### config.mk
export PLATFORM = sky130hd
export DESIGN_NAME = multicycle_control_unit_flat
export DESIGN_NICKNAME = d
export VERILOG_FILES = /design/src/rtl/multicycle_control_unit_if.sv /design/src/rtl/multicycle_control_unit.sv /design/src/flat_wrapper.sv
export SDC_FILE = /design/constraint.sdc
export NUM_CORES = 1
export LEC_CHECK = 0
export ABC_AREA = 1
export CAP_MARGIN = 40
export CORE_MARGIN = 3
export CORE_UTILIZATION = 44
export CTS_CLUSTER_DIAMETER = 80
export DETAILED_ROUTE_END_ITERATION = 12
export PLACE_DENSITY = 0.93
export REMOVE_ABC_BUFFERS = 1
export SKIP_LAST_GASP = 1
export SLEW_MARGIN = 0
export SYNTH_ARGS = -nofsm -noshare
export SYNTH_HDL_FRONTEND = slang
export SYNTH_SLANG_ARGS = --single-unit
### constraint.sdc
create_clock -name clk -period 2.4 [get_ports clk]
set_clock_uncertainty 0.15 [all_clocks]
set_input_delay 0.48 -clock clk [delete_from_list [all_inputs] [get_ports clk]]
set_output_delay 0.48 -clock clk [all_outputs]
set_load 0.1 [all_outputs]
### src/rtl/multicycle_control_unit_if.sv
// Bundle of signals between the multicycle control unit and its datapath.
// The master side is the datapath (it supplies the instruction, the flags and
// the memory handshake); the slave side is the control unit.
interface multicycle_control_unit_if #(
  parameter int XLEN  = 32,
  parameter int CNT_W = 16
);
  logic [XLEN-1:0]  instr;
  logic             eq;
  logic             mem_ready;
  logic             mem_req;
  logic             mem_we;
  logic             adrsrc;
  logic             ir_we;
  logic             pc_we;
  logic             regwrite;
  logic [1:0]       alusrc_a;
  logic [1:0]       alusrc_b;
  logic [2:0]       aluctrl;
  logic [2:0]       immsrc;
  logic [1:0]       resultsrc;
  logic             illegal;
  logic [CNT_W-1:0] retired;

  modport master (
    output instr, eq, mem_ready,
    input  mem_req, mem_we, adrsrc, ir_we, pc_we, regwrite,
    input  alusrc_a, alusrc_b, aluctrl, immsrc, resultsrc, illegal, retired
  );

  modport slave (
    input  instr, eq, mem_ready,
    output mem_req, mem_we, adrsrc, ir_we, pc_we, regwrite,
    output alusrc_a, alusrc_b, aluctrl, immsrc, resultsrc, illegal, retired
  );
endinterface

### src/rtl/multicycle_control_unit.sv
// Multicycle RISC-V style control unit: Moore FSM sequencing fetch, decode,
// execute, memory and writeback, plus a retired-instruction counter.
//
// state  | meaning
// FETCH  | read instruction at PC, PC+4 into PC when memory answers
// DECODE | latch operands, oldPC+imm(B) into ALUout, dispatch on opcode
// EXEC_R | RD1 op RD2
// EXEC_I | RD1 op imm
// MEMADR | RD1+imm address calculation
// MEMRD  | load request, wait for mem_ready
// MEMWB  | write loaded data to register file
// MEMWR  | store request, wait for mem_ready
// ALUWB  | write ALUout to register file
// BRANCH | compare RD1-RD2, load branch target when taken
// JAL    | link oldPC+4, load jump target
// TRAP   | illegal instruction, left only by reset
module multicycle_control_unit #(
  parameter int XLEN  = 32,
  parameter int CNT_W = 16
) (
  input logic clk,
  input logic rst,
  multicycle_control_unit_if.slave bus
);

  typedef enum logic [3:0] {
    S_FETCH, S_DECODE, S_EXEC_R, S_EXEC_I, S_MEMADR, S_MEMRD,
    S_MEMWB, S_MEMWR, S_ALUWB, S_BRANCH, S_JAL, S_TRAP
  } state_t;

  localparam logic [6:0] OP_R    = 7'b0110011;
  localparam logic [6:0] OP_I    = 7'b0010011;
  localparam logic [6:0] OP_LD   = 7'b0000011;
  localparam logic [6:0] OP_ST   = 7'b0100011;
  localparam logic [6:0] OP_BR   = 7'b1100011;
  localparam logic [6:0] OP_JAL  = 7'b1101111;

  localparam logic [2:0] ALU_ADD = 3'b000;
  localparam logic [2:0] ALU_SUB = 3'b001;
  localparam logic [2:0] ALU_AND = 3'b010;
  localparam logic [2:0] ALU_OR  = 3'b011;
  localparam logic [2:0] ALU_SLT = 3'b101;

  localparam logic [2:0] IMM_I = 3'b000;
  localparam logic [2:0] IMM_S = 3'b001;
  localparam logic [2:0] IMM_B = 3'b010;

  state_t           state_q, state_d;
  logic [CNT_W-1:0] retired_q, retired_d;

  logic [XLEN-1:0]  instr_w;
  logic [6:0]       opcode;
  logic [2:0]       funct3;
  logic             funct7_b5;
  logic             alu_ok;
  logic [2:0]       alu_dec;
  logic             br_taken;

  logic       mem_req_c, mem_we_c, adrsrc_c, ir_we_c, pc_we_c, regwrite_c;
  logic [1:0] alusrc_a_c, alusrc_b_c, resultsrc_c;
  logic [2:0] aluctrl_c, immsrc_c;

  assign instr_w   = bus.instr;
  assign opcode    = instr_w[6:0];
  assign funct3    = instr_w[14:12];
  assign funct7_b5 = instr_w[30];
  assign br_taken  = (funct3 == 3'b000) ? bus.eq : !bus.eq;

  // ALU operation for R/I arithmetic; funct7[5] only selects sub on R-type
  // because on I-type that bit belongs to the immediate.
  always_comb begin
    alu_ok  = 1'b1;
    alu_dec = ALU_ADD;
    case (funct3)
      3'b000:  alu_dec = (opcode == OP_R && funct7_b5) ? ALU_SUB : ALU_ADD;
      3'b111:  alu_dec = ALU_AND;
      3'b110:  alu_dec = ALU_OR;
      3'b010:  alu_dec = ALU_SLT;
      default: alu_ok  = 1'b0;
    endcase
  end

  // Next state, counter update and per-state control outputs.
  always_comb begin
    state_d     = state_q;
    retired_d   = retired_q;
    mem_req_c   = 1'b0;
    mem_we_c    = 1'b0;
    adrsrc_c    = 1'b0;
    ir_we_c     = 1'b0;
    pc_we_c     = 1'b0;
    regwrite_c  = 1'b0;
    alusrc_a_c  = 2'd0;
    alusrc_b_c  = 2'd0;
    resultsrc_c = 2'd0;
    aluctrl_c   = ALU_ADD;
    immsrc_c    = IMM_I;
    case (state_q)
      S_FETCH: begin
        mem_req_c  = 1'b1;
        alusrc_b_c = 2'd2;
        ir_we_c    = bus.mem_ready;
        pc_we_c    = bus.mem_ready;
        if (bus.mem_ready) state_d = S_DECODE;
      end
      S_DECODE: begin
        alusrc_a_c = 2'd1;
        alusrc_b_c = 2'd1;
        immsrc_c   = IMM_B;
        case (opcode)
          OP_R:         state_d = alu_ok ? S_EXEC_R : S_TRAP;
          OP_I:         state_d = alu_ok ? S_EXEC_I : S_TRAP;
          OP_LD, OP_ST: state_d = S_MEMADR;
          OP_BR:        state_d = S_BRANCH;
          OP_JAL:       state_d = S_JAL;
          default:      state_d = S_TRAP;
        endcase
      end
      S_EXEC_R: begin
        alusrc_a_c = 2'd2;
        aluctrl_c  = alu_dec;
        state_d    = S_ALUWB;
      end
      S_EXEC_I: begin
        alusrc_a_c = 2'd2;
        alusrc_b_c = 2'd1;
        aluctrl_c  = alu_dec;
        state_d    = S_ALUWB;
      end
      S_MEMADR: begin
        alusrc_a_c = 2'd2;
        alusrc_b_c = 2'd1;
        immsrc_c   = (opcode == OP_ST) ? IMM_S : IMM_I;
        state_d    = (opcode == OP_ST) ? S_MEMWR : S_MEMRD;
      end
      S_MEMRD: begin
        mem_req_c = 1'b1;
        adrsrc_c  = 1'b1;
        if (bus.mem_ready) state_d = S_MEMWB;
      end
      S_MEMWR: begin
        mem_req_c = 1'b1;
        mem_we_c  = 1'b1;
        adrsrc_c  = 1'b1;
        if (bus.mem_ready) begin
          state_d   = S_FETCH;
          retired_d = retired_q + CNT_W'(1);
        end
      end
      S_MEMWB: begin
        regwrite_c  = 1'b1;
        resultsrc_c = 2'd1;
        state_d     = S_FETCH;
        retired_d   = retired_q + CNT_W'(1);
      end
      S_ALUWB: begin
        regwrite_c = 1'b1;
        state_d    = S_FETCH;
        retired_d  = retired_q + CNT_W'(1);
      end
      S_BRANCH: begin
        alusrc_a_c = 2'd2;
        aluctrl_c  = ALU_SUB;
        if (funct3 == 3'b000 || funct3 == 3'b001) begin
          pc_we_c   = br_taken;
          state_d   = S_FETCH;
          retired_d = retired_q + CNT_W'(1);
        end else begin
          state_d = S_TRAP;
        end
      end
      S_JAL: begin
        regwrite_c  = 1'b1;
        pc_we_c     = 1'b1;
        alusrc_a_c  = 2'd1;
        alusrc_b_c  = 2'd2;
        resultsrc_c = 2'd2;
        state_d     = S_FETCH;
        retired_d   = retired_q + CNT_W'(1);
      end
      S_TRAP:  state_d = S_TRAP;
      default: state_d = S_FETCH;
    endcase
  end

  // State and retired counter; reset forces FETCH without waiting for clk.
  always_ff @(posedge clk or posedge rst) begin
    if (rst) begin
      state_q   <= S_FETCH;
      retired_q <= '0;
    end else begin
      state_q   <= state_d;
      retired_q <= retired_d;
    end
  end

  // Reset holds state in FETCH, so only the enables need masking; the ALU
  // selects keep FETCH's values.
  assign bus.mem_req   = mem_req_c & ~rst;
  assign bus.mem_we    = mem_we_c & ~rst;
  assign bus.ir_we     = ir_we_c & ~rst;
  assign bus.pc_we     = pc_we_c & ~rst;
  assign bus.regwrite  = regwrite_c & ~rst;
  assign bus.adrsrc    = adrsrc_c;
  assign bus.alusrc_a  = alusrc_a_c;
  assign bus.alusrc_b  = alusrc_b_c;
  assign bus.aluctrl   = aluctrl_c;
  assign bus.immsrc    = immsrc_c;
  assign bus.resultsrc = resultsrc_c;
  assign bus.illegal   = (state_q == S_TRAP);
  assign bus.retired   = retired_q;

endmodule

### src/flat_wrapper.sv
// flat-port wrapper written by rule: the top's interface ports become plain ports
module multicycle_control_unit_flat 
#(
  parameter int XLEN  = 32,
  parameter int CNT_W = 16
)
  (clk, rst, bus_instr, bus_eq, bus_mem_ready, bus_mem_req, bus_mem_we, bus_adrsrc, bus_ir_we, bus_pc_we, bus_regwrite, bus_alusrc_a, bus_alusrc_b, bus_aluctrl, bus_immsrc, bus_resultsrc, bus_illegal, bus_retired);
  multicycle_control_unit_if #(.XLEN(XLEN), .CNT_W(CNT_W)) bus_i ();
  input logic clk;
  input logic rst;
  input wire logic [$bits(bus_i.instr)-1:0] bus_instr;
  input wire logic [$bits(bus_i.eq)-1:0] bus_eq;
  input wire logic [$bits(bus_i.mem_ready)-1:0] bus_mem_ready;
  output wire logic [$bits(bus_i.mem_req)-1:0] bus_mem_req;
  output wire logic [$bits(bus_i.mem_we)-1:0] bus_mem_we;
  output wire logic [$bits(bus_i.adrsrc)-1:0] bus_adrsrc;
  output wire logic [$bits(bus_i.ir_we)-1:0] bus_ir_we;
  output wire logic [$bits(bus_i.pc_we)-1:0] bus_pc_we;
  output wire logic [$bits(bus_i.regwrite)-1:0] bus_regwrite;
  output wire logic [$bits(bus_i.alusrc_a)-1:0] bus_alusrc_a;
  output wire logic [$bits(bus_i.alusrc_b)-1:0] bus_alusrc_b;
  output wire logic [$bits(bus_i.aluctrl)-1:0] bus_aluctrl;
  output wire logic [$bits(bus_i.immsrc)-1:0] bus_immsrc;
  output wire logic [$bits(bus_i.resultsrc)-1:0] bus_resultsrc;
  output wire logic [$bits(bus_i.illegal)-1:0] bus_illegal;
  output wire logic [$bits(bus_i.retired)-1:0] bus_retired;
  assign bus_i.instr = bus_instr;
  assign bus_i.eq = bus_eq;
  assign bus_i.mem_ready = bus_mem_ready;
  assign bus_mem_req = bus_i.mem_req;
  assign bus_mem_we = bus_i.mem_we;
  assign bus_adrsrc = bus_i.adrsrc;
  assign bus_ir_we = bus_i.ir_we;
  assign bus_pc_we = bus_i.pc_we;
  assign bus_regwrite = bus_i.regwrite;
  assign bus_alusrc_a = bus_i.alusrc_a;
  assign bus_alusrc_b = bus_i.alusrc_b;
  assign bus_aluctrl = bus_i.aluctrl;
  assign bus_immsrc = bus_i.immsrc;
  assign bus_resultsrc = bus_i.resultsrc;
  assign bus_illegal = bus_i.illegal;
  assign bus_retired = bus_i.retired;
  multicycle_control_unit #(.XLEN(XLEN), .CNT_W(CNT_W)) u_core (.clk(clk), .rst(rst), .bus(bus_i));
endmodule
==> impl_metrics.json, run 1 <==
{
  "cts_tree": "done",
  "crit_required_ns": 1.77,
  "rsz0062_at_grt": "true",
  "fp-row-count": 20,
  "final_common_cell": "nand2_1",
  "post-cts-setup-buffers": 0,
  "clkSinkCount": 20,
  "worst-setup-path-type": "in -> out",
  "synth_area_um2": 1510,
  "drv_slew": 0,
  "die_w_um": 64.5,
  "ys_warn_count": 0,
  "synth_cell_types": 27,
  "fp.dieH_um": 64.5,
  "hold_viol_final": 0,
  "dp_slack_ns": 0.00895,
  "fin_util": 0.737,
  "drive_gt1_frac": 0.272,
  "cp_common_cell": "nor2_1",
  "violations": "setup timing",
  "cts_made_buffers": 3,
  "outcome": "complete, but fails checks",
  "core_um2": 3150,
  "grt_pass1_vias": 1622,
  "slowest_stage": "clkdlybuf4s50_1",
  "powerDensity_nw_per_um2": 1490,
  "hold_end": "u_core.bus.retired[3]$_DFFE_PP0P_",
  "ys_seq_area_frac": 0.332,
  "grt_usage": 0.217,
  "io-pin-count": 71,
  "holdPathStages": 1,
  "reg2reg_to": "u_core.bus.retired[6]$_DFFE_PP0P_",
  "ctsHtreeMaxLevel": 1,
  "cp_max_fo": 5,
  "drc_errors": 0,
  "yosys_register_bits": 20,
  "setup_violations": 1,
  "end_kind": "output pin",
  "power_mw": 3.46,
  "grt_pass1_wl_mm": 7.24,
  "max_stage_delay_ns": 0.55,
  "synth_top_area_frac": 0.332,
  "grt_max_degree": 21,
  "port_buffers": 48,
  "worstPathCellList": "clkdlybuf4s50_1 > nor2_1 > nor2_1 > nand3_2 > a31oi_4 > buf_12",
  "maxCapViolCount": 0,
  "wl_per_cell_um": 14.1,
  "cp.arrival_ns": 1.79,
  "root_buffer": "clkbuf_4",
  "postSynthCellCount": 233,
  "cts_buffer_depth": 2,
  "min-delay-start": "u_core.bus.retired[3]$_DFFE_PP0P_",
  "start_kind": "input pin",
  "initial_utilization": 0.478,
  "final_antenna_net_count": 0,
  "hpwlAfterDp_mm": 3.25,
  "routed_wl_mm": 4.71,
  "diodes": 0,
  "antenna_found_initial": 0,
  "area_growth_pct": 54.2,
  "clock_latency_ns": 0.31,
  "synth.area.top_cells": "dfrtp_1 33%, nand2_1 16%, inv_1 9.0%",
  "p_leak_nw": 1.15,
  "rrSetupSlack_ns": 0.54,
  "period_share": 1.01,
  "fin_nets": 328,
  "reg2reg_depth": 7,
  "via_count": 1745,
  "dr.pass1.iters": 4,
  "vdd_ir_drop_max_mv": 1.37,
  "vias_per_cell": 5.22,
  "fin_crit_ns": 2.42,
  "die_area_um2": 4160,
  "path_buf_inv": 2,
  "max_freq_mhz": 414,
  "synth_top_area_cell": "dfrtp_1",
  "setup_slack_ns": -0.0171,
  "clk_pin_slew_ns": 0.10,
  "final_cell_mix": "61 x nand2_1, 33 x inv_1, 25 x nor2_1",
  "crit_family": "buffers and inverters",
  "hp-class": "reg -> reg",
  "drt_iter0_drc": 144,
  "gp_routability_congestion": 0.865,
  "postSynthAreaPerCell_um2": 6.47,
  "r2r-start": "u_core.state_q[3]$_DFFE_PP0P_",
  "grt_remaining_overflow": 0,
  "worst_hold_slack_ns": 0.385
}
-- per-stage QoR --
| stage | setup TNS [ns] | std cells | cell area [um2] |
|---|---|---|---|
| finish | -0.0171 | 334 | 2320 |
| global route | -0.483 | 334 | 2320 |
| detailed placement | 0 | 330 | 2220 |
| floorplan | -13.73 | 231 | 1490 |
| global placement | 0 | 330 | 2220 |
| CTS | 0 | 334 | 2260 |
-- cells in the mapped netlist (all sizes together) --
cell and instances:
nand2 67, inv 42, nor2 35, nand3 21, dfrtp 20, o21ai 11
nor3 10, xor2 10, nand4 3, a21oi 2, a31oi 2, buf 2
nand3b 2, a21o 1, conb 1, ha 1, nor4 1, o211ai 1
o22ai 1
-- registers in the layout, summed over array words and instances, names as in the netlist --
register and cells:
u_core.bus.retired 16, u_core.state_q 4
-- worst max-delay path by stage --
stage                                  start              to  slack, ns  cells after the start
2_1_floorplan  u_core.state_q[1]$_DFFE_PP0P_       bus_pc_we      -1.90                      6
3_3_place_gp                   bus_instr[12]       bus_pc_we       0.04                      6
3_5_place_dp                   bus_instr[12]       bus_pc_we      0.009                      6
4_1_cts        u_core.state_q[3]$_DFFE_PP0P_  bus_aluctrl[2]      0.009                      7
5_1_grt        u_core.state_q[3]$_DFFE_PP0P_     bus_mem_req      -0.15                      6
6_report                       bus_instr[12]       bus_pc_we      -0.02                      6
-- routing by layer --
layer,vias up,part of all wire,global-route usage
met4,0,0.041,0.0660
met5,-,0,0
li1,836,-,-
met2,75,0.49,0.378
met3,20,0.072,0.0433
met1,814,0.39,0.270
-- cells by family after synthesis --
kind of cell               synth area share
DFF                                   0.332
xor gates and xnor gates             0.0581
adders and majority gates           0.00830
other                               0.00249
AOI/OAI and AO/OA                    0.0698
and+or+nand+nor                       0.412
buffers and inverters                 0.117
-- area by class of cell --
type,count,area (um2)
fillers,221,831
repair buffers,55,678
inverters,42,158
multi-input cells,169,895
clock buffers,4,36.3
flip-flops and latches,20,500
well taps,44,55.1
-- power by group --
part	leakage [nW]	switching [mW]	internal, mW
registers	0.263	0.127	0.440
clock network	0.0210	0.108	0.0928
logic	0.862	1.97	0.726
total	1.15	2.20	1.26
-- repair_timing --
| action | CTS | global route |
|---|---|---|
| pin swaps | 0 | 2 |
| setup endpoints to repair | 1 | 8 |
| gates resized for setup | 2 | 19 |
| hold buffers | 0 | 0 |
Power figures use the tool's default switching activity.
==> run 2: changes to the inputs <==
--- a/config.mk
+++ b/config.mk
@@ -7,14 +7,16 @@
 export LEC_CHECK = 0
 export ABC_AREA = 1
 export CAP_MARGIN = 40
+export CELL_PAD_IN_SITES_DETAIL_PLACEMENT = 0
+export CELL_PAD_IN_SITES_GLOBAL_PLACEMENT = 1
 export CORE_MARGIN = 3
-export CORE_UTILIZATION = 44
+export CORE_UTILIZATION = 29
 export CTS_CLUSTER_DIAMETER = 80
 export DETAILED_ROUTE_END_ITERATION = 12
 export PLACE_DENSITY = 0.93
 export REMOVE_ABC_BUFFERS = 1
 export SKIP_LAST_GASP = 1
-export SLEW_MARGIN = 0
+export SLEW_MARGIN = 30
 export SYNTH_ARGS = -nofsm -noshare
 export SYNTH_HDL_FRONTEND = slang
 export SYNTH_SLANG_ARGS = --single-unit
==> impl_metrics.json, run 2 (synthesis gave the netlist of run 1 again) <==
{
  "fin_nets": 331,
  "ctsHtreeMaxLevel": 1,
  "final_common_cell": "nand2_1",
  "start_kind": "input pin",
  "hold_viol_final": 0,
  "largest_reg_flops": 16,
  "worst-setup-path-type": "in -> out",
  "end_kind": "output pin",
  "period_share": 0.985,
  "outcome": "finished clean",
  "max_stage_delay_ns": 0.45,
  "antenna_found_initial": 0,
  "grt_pass1_wl_mm": 6.78,
  "diodes": 0,
  "die_area_um2": 6100,
  "clkSinkCount": 20,
  "clk_pin_slew_ns": 0.07,
  "drv_slew": 0,
  "grt_max_degree": 21,
  "crit_required_ns": 1.77,
  "fillCellCount": 497,
  "powerDensity_nw_per_um2": 1450,
  "core_um2": 4880,
  "setup_violations": 0,
  "final_cell_mix": "63 x nand2_1, 35 x inv_1, 29 x nor2_1",
  "rsz0062_at_grt": "true",
  "p_leak_nw": 1.18,
  "routed_wl_mm": 4.00,
  "postPlaceCellArea_um2": 2260,
  "grt_remaining_overflow": 0,
  "hold_buffers": 0,
  "area_growth_pct": 55.6,
  "wl_per_cell_um": 11.1,
  "gp_routability_congestion": 0.777,
  "drt_iter0_drc": 72,
  "root_buffer": "clkbuf_8",
  "hpwlAfterDp_mm": 3.26,
  "die_w_um": 78.1,
  "port_buffers": 48,
  "grt_pass1_vias": 1551,
  "drive_gt1_frac": 0.243,
  "fin_area_um2": 2340,
  "io-pin-count": 71,
  "fin_crit_ns": 2.36,
  "cts_buffer_depth": 2,
  "dr.pass1.iters": 4,
  "grt_usage": 0.134,
  "final_antenna_net_count": 0,
  "setup_slack_ns": 0.0353,
  "worstPathCellList": "clkdlybuf4s50_1 > nand2_1 > nor2_2 > nand4_1 > o21ai_0 > nand2_1 > nand2_1 > buf_12",
  "vias_per_cell": 4.58,
  "slowest_stage": "clkdlybuf4s50_1",
  "clock_latency_ns": 0.26,
  "cts_made_buffers": 3,
  "dp_slack_ns": 0.0225,
  "cts_tree": "done",
  "maxCapViolCount": 0,
  "cp_max_fo": 3,
  "hp-class": "reg -> reg",
  "initial_utilization": 0.309,
  "max_freq_mhz": 423,
  "drc_errors": 0,
  "fp-row-count": 25,
  "cp_common_cell": "nand2_1",
  "cp.arrival_ns": 1.73,
  "worst_hold_slack_ns": 0.367,
  "fp.dieH_um": 78.1,
  "via_count": 1643,
  "vdd_ir_drop_max_mv": 0.747
}
## run 2: cell count changes in the layout (fill, tap and decap cells not counted), moves of 2 or more
| cell | delta |
|---|---|
| clkbuf_4 | -3 |
| buf_4 | +3 |
| nor2_1 | +4 |
| clkbuf_8 | +2 |
| nand2_2 | -2 |
| dlymetal6s2s_1 | +2 |
| nand3_1 | +2 |
| nand2_1 | +2 |
| inv_1 | +2 |
| inv_2 | -2 |
| nor2_2 | -3 |
| clkdlybuf4s50_1 | -2 |
| nand3_2 | -2 |
## run 2: cell type report
class / instances / area, um2 / share of cell area
inverters: 42 / 158 / 0.0672
flip-flops and latches: 20 / 500 / 0.213
well taps: 67 / 83.8 / 0.0358
repair buffers: 58 / 706 / 0.301
multi-input cells: 169 / 856 / 0.365
clock buffers: 3 / 41.3 / 0.0176
## run 2: final timing paths
path | startpoint | endpoint | slack, ns | cells after the start
worst max register to register | u_core.state_q[3]$_DFFE_PP0P_ | u_core.bus.retired[8]$_DFFE_PP0P_ | 0.76 | 8
worst min register to register | u_core.bus.retired[10]$_DFFE_PP0P_ | u_core.bus.retired[10]$_DFFE_PP0P_ | 0.37 | 1
max in group asynchronous | rst | u_core.bus.retired[1]$_DFFE_PP0P_ | 1.35 | 3
worst min-delay path | u_core.bus.retired[10]$_DFFE_PP0P_ | u_core.bus.retired[10]$_DFFE_PP0P_ | 0.37 | 1
min in group asynchronous | rst | u_core.bus.retired[14]$_DFFE_PP0P_ | 0.54 | 3
worst max-delay path | bus_instr[0] | bus_aluctrl[0] | 0.04 | 8
## run 2: per-layer routing
layer,up-vias,wire (um),global-route usage
li1,844,-,-
met1,767,1830,0.175
met4,0,32,0.0210
met3,4,145,0.0229
met5,-,0,0
met2,28,1990,0.236
## run 2: critical path: cells and delay by family
kind,cells,cell delay [ns]
buffers and inverters,2,0.63
AND/OR/NAND/NOR,5,0.53
AO/OA/AOI/OAI,1,0.08
## run 2: per-stage QoR
stage	std cells	power [mW]	utilization	setup TNS, ns
floorplan	231	2.38	-	-13.73
global placement	355	3.16	0.463	0
detailed placement	355	3.18	0.463	0
CTS	358	3.41	0.472	0
global route	359	3.58	0.481	-0.163
finish	359	3.40	0.481	0
## run 2: where the power goes
part / switching (mW) / total, mW / internal [mW]
Combinational: 1.90 / 2.62 / 0.719
Clock: 0.107 / 0.218 / 0.112
Sequential: 0.114 / 0.556 / 0.441
Total: 2.12 / 3.40 / 1.27
## run 2: timing repair
item	CTS	global route
buffers inserted	0	1
hold endpoints to repair	0	0
resized for setup	0	11
endpoints found under the setup margin	0	5
